<file path="src/rtl/sram_controller_if.sv">
// Connection bundle between the MEM-stage requester, the SRAM controller and the board SRAM pins.
// "master" is the environment side (core plus SRAM device); "slave" is the controller.
interface sram_controller_if #(
    parameter int SRAM_AW = 18
);
    logic               wr_en;
    logic               rd_en;
    logic [31:0]        address;
    logic [31:0]        write_data;
    logic [31:0]        read_data;
    logic               ready;
    logic [SRAM_AW-1:0] sram_addr;
    logic [15:0]        sram_dq_out;
    logic               sram_dq_oe;
    logic [15:0]        sram_dq_in;
    logic               sram_we_n;
    logic               sram_oe_n;
    logic               sram_ce_n;
    logic               sram_ub_n;
    logic               sram_lb_n;

    modport master (
        output wr_en, rd_en, address, write_data, sram_dq_in,
        input  read_data, ready, sram_addr, sram_dq_out, sram_dq_oe,
               sram_we_n, sram_oe_n, sram_ce_n, sram_ub_n, sram_lb_n
    );

    modport slave (
        input  wr_en, rd_en, address, write_data, sram_dq_in,
        output read_data, ready, sram_addr, sram_dq_out, sram_dq_oe,
               sram_we_n, sram_oe_n, sram_ce_n, sram_ub_n, sram_lb_n
    );
endinterface

</file>
<file path="src/rtl/sram_controller.sv">
// Serves 32-bit MEM-stage loads/stores as two 16-bit half-word accesses on an asynchronous SRAM,
// holding ready low while the access is in flight so the pipeline can freeze.
module sram_controller #(
    parameter int DATA_BASE = 1024,
    parameter int WAIT_CYC  = 2,
    parameter int SRAM_AW   = 18
) (
    input  logic             clk,
    input  logic             rst,
    sram_controller_if.slave bus
);
    localparam int            CW       = (WAIT_CYC > 1) ? $clog2(WAIT_CYC) : 1;
    localparam logic [CW-1:0] CNT_LAST = CW'(WAIT_CYC - 1);
    localparam int            WW       = SRAM_AW - 1;

    typedef enum logic [1:0] {
        S_IDLE = 2'd0,
        S_LOW  = 2'd1,
        S_HIGH = 2'd2,
        S_DONE = 2'd3
    } state_t;

    state_t             r_state;
    logic [CW-1:0]      r_cnt;
    logic               r_is_wr;
    logic [WW-1:0]      r_word;
    logic [31:0]        r_wdata;
    logic [31:0]        r_rdata;
    logic [SRAM_AW-1:0] r_addr;
    logic [15:0]        r_dq_out;
    logic               r_dq_oe;
    logic               r_we_n;
    logic               r_oe_n;
    logic               r_ce_n;

    logic               w_req;
    logic [31:0]        w_offset;
    logic [WW-1:0]      w_word;
    logic               w_last;
    logic               w_ready;
    logic               w_unused_bits;

    // Request decode, word-address mapping and the IDLE-time combinational ready
    always_comb begin
        w_req         = bus.wr_en | bus.rd_en;
        w_offset      = bus.address - 32'(DATA_BASE);
        w_word        = w_offset[WW+1:2];
        w_last        = (r_cnt == CNT_LAST);
        w_unused_bits = ^{w_offset[1:0], w_offset[31:WW+2]};
        case (r_state)
            S_IDLE:  w_ready = ~w_req;
            S_DONE:  w_ready = 1'b1;
            default: w_ready = 1'b0;
        endcase
    end

    // Access sequencer: state, wait counter, latched request and registered SRAM pins
    always_ff @(posedge clk or negedge rst) begin
        if (!rst) begin
            r_state  <= S_IDLE;
            r_cnt    <= '0;
            r_is_wr  <= 1'b0;
            r_word   <= '0;
            r_wdata  <= 32'h0000_0000;
            r_rdata  <= 32'h0000_0000;
            r_addr   <= '0;
            r_dq_out <= 16'h0000;
            r_dq_oe  <= 1'b0;
            r_we_n   <= 1'b1;
            r_oe_n   <= 1'b1;
            r_ce_n   <= 1'b1;
        end else begin
            case (r_state)
                S_IDLE: begin
                    r_cnt <= '0;
                    if (w_req) begin
                        // A simultaneous read and write request is served as a write
                        r_state  <= S_LOW;
                        r_is_wr  <= bus.wr_en;
                        r_word   <= w_word;
                        r_wdata  <= bus.write_data;
                        r_addr   <= {w_word, 1'b0};
                        r_ce_n   <= 1'b0;
                        r_we_n   <= ~bus.wr_en;
                        r_oe_n   <= bus.wr_en;
                        r_dq_oe  <= bus.wr_en;
                        r_dq_out <= bus.wr_en ? bus.write_data[15:0] : 16'h0000;
                    end else begin
                        r_state <= S_IDLE;
                    end
                end
                S_LOW: begin
                    if (w_last) begin
                        r_cnt   <= '0;
                        r_state <= S_HIGH;
                        r_addr  <= {r_word, 1'b1};
                        if (r_is_wr) begin
                            r_dq_out <= r_wdata[31:16];
                        end else begin
                            r_rdata[15:0] <= bus.sram_dq_in;
                        end
                    end else begin
                        r_cnt <= r_cnt + CW'(1);
                    end
                end
                S_HIGH: begin
                    if (w_last) begin
                        r_cnt    <= '0;
                        r_state  <= S_DONE;
                        r_ce_n   <= 1'b1;
                        r_we_n   <= 1'b1;
                        r_oe_n   <= 1'b1;
                        r_dq_oe  <= 1'b0;
                        r_dq_out <= 16'h0000;
                        if (!r_is_wr) begin
                            r_rdata[31:16] <= bus.sram_dq_in;
                        end else begin
                            r_rdata <= r_rdata;
                        end
                    end else begin
                        r_cnt <= r_cnt + CW'(1);
                    end
                end
                S_DONE: begin
                    r_state <= S_IDLE;
                    r_cnt   <= '0;
                end
                default: begin
                    r_state  <= S_IDLE;
                    r_cnt    <= '0;
                    r_ce_n   <= 1'b1;
                    r_we_n   <= 1'b1;
                    r_oe_n   <= 1'b1;
                    r_dq_oe  <= 1'b0;
                    r_dq_out <= 16'h0000;
                end
            endcase
        end
    end

    assign bus.ready       = w_ready;
    assign bus.read_data   = r_rdata;
    assign bus.sram_addr   = r_addr;
    assign bus.sram_dq_out = r_dq_out;
    assign bus.sram_dq_oe  = r_dq_oe;
    assign bus.sram_we_n   = r_we_n;
    assign bus.sram_oe_n   = r_oe_n;
    assign bus.sram_ce_n   = r_ce_n;
    // Both byte lanes follow chip enable: only whole half-words are ever transferred
    assign bus.sram_ub_n   = r_ce_n;
    assign bus.sram_lb_n   = r_ce_n;
endmodule

</file>
<file path="src/flat_wrapper.sv">
// flat-port wrapper written by rule: the top's interface ports become plain ports
module sram_controller_flat 
#(
    parameter int DATA_BASE = 1024,
    parameter int WAIT_CYC  = 2,
    parameter int SRAM_AW   = 18
)
  (clk, rst, bus_wr_en, bus_rd_en, bus_address, bus_write_data, bus_sram_dq_in, bus_read_data, bus_ready, bus_sram_addr, bus_sram_dq_out, bus_sram_dq_oe, bus_sram_we_n, bus_sram_oe_n, bus_sram_ce_n, bus_sram_ub_n, bus_sram_lb_n);
  sram_controller_if #(.SRAM_AW(SRAM_AW)) bus_i ();
  input  logic clk;
  input  logic rst;
  input wire logic [$bits(bus_i.wr_en)-1:0] bus_wr_en;
  input wire logic [$bits(bus_i.rd_en)-1:0] bus_rd_en;
  input wire logic [$bits(bus_i.address)-1:0] bus_address;
  input wire logic [$bits(bus_i.write_data)-1:0] bus_write_data;
  input wire logic [$bits(bus_i.sram_dq_in)-1:0] bus_sram_dq_in;
  output wire logic [$bits(bus_i.read_data)-1:0] bus_read_data;
  output wire logic [$bits(bus_i.ready)-1:0] bus_ready;
  output wire logic [$bits(bus_i.sram_addr)-1:0] bus_sram_addr;
  output wire logic [$bits(bus_i.sram_dq_out)-1:0] bus_sram_dq_out;
  output wire logic [$bits(bus_i.sram_dq_oe)-1:0] bus_sram_dq_oe;
  output wire logic [$bits(bus_i.sram_we_n)-1:0] bus_sram_we_n;
  output wire logic [$bits(bus_i.sram_oe_n)-1:0] bus_sram_oe_n;
  output wire logic [$bits(bus_i.sram_ce_n)-1:0] bus_sram_ce_n;
  output wire logic [$bits(bus_i.sram_ub_n)-1:0] bus_sram_ub_n;
  output wire logic [$bits(bus_i.sram_lb_n)-1:0] bus_sram_lb_n;
  assign bus_i.wr_en = bus_wr_en;
  assign bus_i.rd_en = bus_rd_en;
  assign bus_i.address = bus_address;
  assign bus_i.write_data = bus_write_data;
  assign bus_i.sram_dq_in = bus_sram_dq_in;
  assign bus_read_data = bus_i.read_data;
  assign bus_ready = bus_i.ready;
  assign bus_sram_addr = bus_i.sram_addr;
  assign bus_sram_dq_out = bus_i.sram_dq_out;
  assign bus_sram_dq_oe = bus_i.sram_dq_oe;
  assign bus_sram_we_n = bus_i.sram_we_n;
  assign bus_sram_oe_n = bus_i.sram_oe_n;
  assign bus_sram_ce_n = bus_i.sram_ce_n;
  assign bus_sram_ub_n = bus_i.sram_ub_n;
  assign bus_sram_lb_n = bus_i.sram_lb_n;
  sram_controller #(.DATA_BASE(DATA_BASE), .WAIT_CYC(WAIT_CYC), .SRAM_AW(SRAM_AW)) u_core (.clk(clk), .rst(rst), .bus(bus_i));
endmodule
</file>
<file path="config.mk">
export PLATFORM = sky130hd
export DESIGN_NAME = sram_controller_flat
export DESIGN_NICKNAME = d
export VERILOG_FILES = /design/src/rtl/sram_controller_if.sv /design/src/rtl/sram_controller.sv /design/src/flat_wrapper.sv
export SDC_FILE = /design/constraint.sdc
export NUM_CORES = 1
export LEC_CHECK = 0
export CORE_MARGIN = 3
export CORE_UTILIZATION = 47
export CTS_BUF_LIST = sky130_fd_sc_hd__clkbuf_8
export CTS_CLUSTER_DIAMETER = 50
export CTS_CLUSTER_SIZE = 40
export DETAILED_ROUTE_END_ITERATION = 7
export PLACE_DENSITY = 0.83
export SYNTH_ARGS = -nofsm -noshare
export SYNTH_HDL_FRONTEND = slang
export SYNTH_SLANG_ARGS = --single-unit
</file>
<file path="constraint.sdc">
create_clock -name clk -period 2.3 [get_ports clk]
set_input_delay 0.69 -clock clk [delete_from_list [all_inputs] [get_ports clk]]
set_output_delay 0.69 -clock clk [all_outputs]
set_load 0.01 [all_outputs]
</file>
==> results.json, run 1 <==
{
  "wire_per_inst_um": 16.0,
  "drc": 0,
  "drive_above_1_share_pct": 22.4,
  "crit_chain": "inv_2 > ha_2 > nor3b_4 > nor2_1 > nor2_1 > buf_2",
  "irDropWorstVdd_mv": 0.692,
  "cts_made_buffers": 9,
  "skew_ns": 0.0142,
  "die_width_um": 105,
  "fmax_ghz": 0.451,
  "critical_path.top_delay_family": "flip-flops",
  "max_slew_margin_pct": 61.6,
  "htreeDepth": 3,
  "syn_area_um2": 4620,
  "dieArea_um2": 11100,
  "design_power_total_w": 0.00925,
  "p_per_area_nw_per_um2": 1410,
  "maxCapViolCount": 0,
  "hold_buffers": 0,
  "track_usage_pct": 19.8,
  "gp_congestion": 0.771,
  "start_util_pct": 49.1,
  "final_cells": 670,
  "core_area_um2": 9420,
  "utilization_pct": 69.5,
  "io_pins": 157,
  "setup_ws_ns": 0.0837,
  "overflow": 0,
  "yosysWarningCount": 0,
  "fin_crit_sh_pct": 96.4,
  "synthArstFlopShare_pct": 100,
  "post-route-min-period_ns": 2.22,
  "row_count": 35,
  "clockBufferDepth": 2,
  "grt_setup_unrepaired": "false",
  "hold_viol": 0,
  "status": "complete, no violations",
  "antenna_found_initial": 0,
  "grt_pass1_wl_um": 17700,
  "required_ns": 1.61,
  "rrSetupSlack_ns": 0.32,
  "clkTransAtPathRegs_ns": 0.11,
  "antenna_cells": 0,
  "critPathMaxStageDelay_ns": 0.41,
  "synth.net_count": 470,
  "p_leak_nw": 2.74,
  "ys_types": 40,
  "die_h_um": 105,
  "via_count": 3444,
  "worstMarginPinSlew_ns": 0.577,
  "min_path_type": "primary input to async pin",
  "cp.arrival_ns": 1.53,
  "synth_edf_count": 0,
  "viasPerCell": 5.14,
  "syn_inst": 380,
  "num-nets-final": 626,
  "cts_tree": "yes",
  "clkSinkCount": 107,
  "worst-setup-path-type": "flop to output pin",
  "crit_slowest_cell": "dfrtp_1",
  "syn2layout_area_growth_pct": 41.6,
  "final_area_um2": 6550,
  "cts_root_buf": "clkbuf_8",
  "critPathMaxFanout": 3,
  "start_kind": "flop",
  "crit_top_cell": "nor2_1",
  "placedCellCount": 651,
  "clock_latency_ns": 0.36,
  "ys_seq_elements": 107,
  "grt_max_degree": 108,
  "dp_slack_ns": -0.512,
  "drtIter0Drc": 133,
  "synth-main-ff-cell": "dfrtp_1",
  "cp_num_buf_inv": 2,
  "avgSynthCellArea_um2": 12.2,
  "place_area_um2": 6310,
  "grt_pass1_vias": 3631,
  "drtAntennaViolNets": 0,
  "timing.final.max_slew_violations": 0,
  "io_buffers": 141,
  "wirelength_um": 10700,
  "ys_seq_area_share_pct": 58.0,
  "end_kind": "output pin",
  "setup_viol_count_final": 0,
  "dp_hpwl_um": 7840,
  "dr.pass1.iters": 4
}
## where the power goes
part	total, W	internal, W	switching, W
combinational	0.00460	0.00257	0.00203
clock	0.00123	0.000557	0.000673
sequential	0.00342	0.00287	0.000549
## what timing repair did
action,4_1_cts,5_1_grt
setup buffers,1,2
hold endpoints to repair,0,0
endpoints found under the setup margin,1,1
gates resized for setup,9,0
## stage by stage
stage          hold WS, ns  TNS (ns)
6_report             0.364         0
5_1_grt              0.423         0
4_1_cts              0.413         0
3_5_place_dp         0.473    -0.821
3_3_place_gp         0.465    -0.458
2_1_floorplan        0.394         0
## placed cells by master (no fill, tap or decap), types with 7 or more instances in the layout
cell type,Yosys,routed
xnor2_1,7,7
clkdlybuf4s50_1,0,137
mux2_2,59,59
buf_4,5,23
clkbuf_8,0,10
dfrtp_1,104,104
mux2i_1,10,10
o21ai_0,24,24
a21oi_1,25,25
nand2_1,31,31
a22oi_1,16,16
nor2_1,33,33
## layer usage
layer  share of wire [%]  routed length [µm]  global-route usage (%)  vias to the layer above
met3                 5.4                 578                    4.69                       13
li1                    -                   -                       -                     1638
met1                  41                4440                    24.6                     1689
met5                   0                   0                       0                        -
met4                 1.5                 157                    6.37                        0
met2                  52                5570                    34.0                      104
## synthesized netlist by cell type, types with 3 or more instances
library cell / n / area [µm²]
o21ai_0: 24 / 120
dfstp_2: 3 / 78.8
a21oi_1: 25 / 125
o21ai_1: 4 / 20.0
buf_2: 9 / 45.0
buf_4: 5 / 37.5
a22oi_1: 16 / 120
dfrtp_1: 104 / 2600
ha_1: 6 / 75.1
nor2_1: 33 / 124
nand2_1: 31 / 116
clkbuf_1: 7 / 26.3
o211ai_1: 3 / 22.5
mux2_2: 59 / 664
mux2i_1: 10 / 100
inv_1: 6 / 22.5
xnor2_1: 7 / 61.3
## area by class of cell
| cell class | count | area (µm²) |
|---|---|---|
| Fill cell | 686 | 2870 |
| Sequential cell | 107 | 2680 |
| Multi-Input combinational cell | 244 | 1800 |
| Timing Repair Buffer | 168 | 1670 |
| Tap cell | 129 | 161 |
| Clock buffer | 10 | 138 |
| Clock inverter | 6 | 78.8 |
| Inverter | 6 | 22.5 |
## flip-flops by register name, summed over array words and instances, names as in the netlist
signal / count
u_core.bus.sram_dq_out: 16
u_core.bus.sram_we_n: 1
u_core.r_state: 2
u_core.bus.sram_oe_n: 1
u_core.r_is_wr: 1
u_core.bus.sram_ce_n: 1
u_core.r_wdata: 16
u_core.bus.sram_dq_oe: 1
u_core.bus.read_data: 32
u_core.bus.sram_addr: 18
u_core.r_word: 17
u_core.r_cnt: 1
## cell families after synthesis
kind of cell | share of synthesized area (%)
compound gates | 10.7
xor+xnor | 1.33
fa+ha+maj | 1.62
buf+inv | 3.33
flops | 58.0
mux | 16.5
simple gates | 8.53
## worst paths after layout
check,from,end,cells after the start
max,u_core.r_state[0],bus_ready,6
min,rst,u_core.bus.read_data[10],2
max reg2reg,u_core.r_state[0],u_core.bus.sram_dq_out[10],8
min reg2reg,u_core.r_word[11],u_core.r_word[11],2
max in group asynchronous,rst,u_core.bus.sram_addr[1],2
min in group clk,u_core.r_word[11],u_core.r_word[11],2
(Power assumes the default switching activity.)
==> inputs of run 2 (changes only) <==
--- a/config.mk
+++ b/config.mk
@@ -12,6 +12,7 @@
 export CTS_CLUSTER_SIZE = 40
 export DETAILED_ROUTE_END_ITERATION = 7
 export PLACE_DENSITY = 0.83
+export REMOVE_ABC_BUFFERS = 1
 export SYNTH_ARGS = -nofsm -noshare
 export SYNTH_HDL_FRONTEND = slang
 export SYNTH_SLANG_ARGS = --single-unit
==> run 2 against run 1 <==
Combinational power is essentially flat. Clock skew is 0.0041 ns lower. Wire length shrank 0.31%. Largest power group unchanged. Critical path depth is 5 lower. Core utilization down 0.41 points. Non-clock buffer count fell by 2. Sequential power about the same.
==> results.json, run 2 (same netlist as run 1, synthesis figures left out) <==
{
  "drtAntennaViolNets": 0,
  "placedCellCount": 649,
  "crit_chain": "clkdlybuf4s50_1",
  "clockBufferDepth": 2,
  "final_cell_mix": "clkdlybuf4s50_1, dfrtp_1, mux2_2",
  "wire_per_inst_um": 16.0,
  "dr.pass1.iters": 4,
  "crit_slowest_cell": "dfstp_2",
  "syn2layout_area_growth_pct": 40.8,
  "setup_viol_count_final": 0,
  "clkTransAtPathRegs_ns": 0.11,
  "critical_path.top_delay_family": "flip-flops",
  "critPathMaxFanout": 5,
  "start_util_pct": 49.1,
  "irDropWorstVdd_mv": 0.616,
  "final_cells": 668,
  "die_h_um": 105,
  "status": "complete, no violations",
  "fmax_ghz": 0.452,
  "io_pins": 157,
  "dieArea_um2": 11100,
  "timing.final.max_slew_violations": 0,
  "io_buffers": 141,
  "end_kind": "output pin",
  "clkSinkCount": 107,
  "gp_congestion": 0.752,
  "maxCapViolCount": 0,
  "critPathMaxStageDelay_ns": 0.61,
  "post-route-min-period_ns": 2.21,
  "cts_made_buffers": 9,
  "via_count": 3495,
  "antenna_cells": 0,
  "viasPerCell": 5.23,
  "drive_above_1_share_pct": 22.1,
  "start_kind": "flop",
  "cp_num_buf_inv": 1,
  "fin_crit_sh_pct": 96.2,
  "wirelength_um": 10700,
  "p_leak_nw": 2.71,
  "min_path_type": "primary input to async pin",
  "cts_tree": "yes",
  "drc": 0,
  "skew_ns": 0.0102,
  "overflow": 0,
  "worst-setup-path-type": "flop to output pin",
  "die_width_um": 105,
  "track_usage_pct": 20.0,
  "hold_viol": 0,
  "row_count": 35,
  "grt_max_degree": 108,
  "grt_setup_unrepaired": "false",
  "grt_pass1_vias": 3653,
  "htreeDepth": 3,
  "max_slew_margin_pct": 58.1,
  "drtIter0Drc": 147,
  "required_ns": 1.61,
  "clock_latency_ns": 0.36,
  "mostFrequentLayoutCell": "clkdlybuf4s50_1",
  "num-nets-final": 624,
  "grt_pass1_wl_um": 18000,
  "p_per_area_nw_per_um2": 1400,
  "largest_reg_flops": 32,
  "core_area_um2": 9420,
  "utilization_pct": 69.1,
  "worst_hold_slack_ns": 0.386,
  "dp_hpwl_um": 7730,
  "cp.arrival_ns": 1.52,
  "cts_root_buf": "clkbuf_8",
  "antenna_found_initial": 0,
  "worstMarginPinSlew_ns": 0.628
}
==> run 2: stage by stage <==
stage / TNS, ns / setup WS, ns / cell area [µm²] / power [W]
2_1_floorplan: -4.91 / -0.304 / 4490 / 0.00567
3_3_place_gp: -0.530 / -0.441 / 6300 / 0.00786
3_5_place_dp: -0.621 / -0.468 / 6300 / 0.00807
4_1_cts: 0 / 0.0291 / 6510 / 0.00918
5_1_grt: 0 / 0.00415 / 6510 / 0.00976
6_report: 0 / 0.0871 / 6510 / 0.00909
==> run 2: area by class of cell <==
| class | count | area, µm² |
|---|---|---|
| Tap cell | 129 | 161 |
| Timing Repair Buffer | 166 | 1650 |
| Sequential cell | 107 | 2680 |
| Inverter | 6 | 22.5 |
| Clock buffer | 9 | 124 |
| Fill cell | 697 | 2910 |
| Multi-Input combinational cell | 244 | 1810 |
| Clock inverter | 7 | 58.8 |
==> run 2: worst paths after layout <==
check | start | slack, ns | cells after the start | endpoint
worst max-delay path | u_core.bus.sram_ce_n | 0.09 | 1 | bus_sram_lb_n
worst min-delay path | rst | 0.39 | 2 | u_core.bus.read_data[25]
worst max register to register | u_core.r_state[0] | 0.22 | 8 | u_core.bus.read_data[3]
worst min register to register | u_core.bus.sram_addr[3] | 0.49 | 2 | u_core.bus.sram_addr[3]
max in group asynchronous | rst | 1.51 | 2 | u_core.bus.sram_addr[14]
min in group clk | u_core.bus.sram_addr[3] | 0.49 | 2 | u_core.bus.sram_addr[3]
==> run 2: repair_timing <==
item / 4_1_cts / 5_1_grt
setup endpoints to repair: 1 / 1
pin swaps: 1 / 0
gates resized for setup: 9 / 1
hold endpoints to repair: 0 / 0
hold buffers: 0 / 0
buffers inserted: 2 / 1
==> run 2: routing by layer <==
metal / share of wire, % / global-route usage, % / vias up / routed length (µm)
li1: - / - / 1631 / -
met1: 43 / 25.9 / 1727 / 4640
met2: 49 / 33.9 / 123 / 5300
met3: 5.8 / 4.39 / 14 / 619
met4: 1.3 / 5.53 / 0 / 142
met5: 0 / 0 / - / 0
==> run 2: report_power, final <==
group          switching, W  leakage, nW  internal, W
logic               0.00203         1.35      0.00258
clock network      0.000673       0.0857     0.000411
registers          0.000536         1.28      0.00287
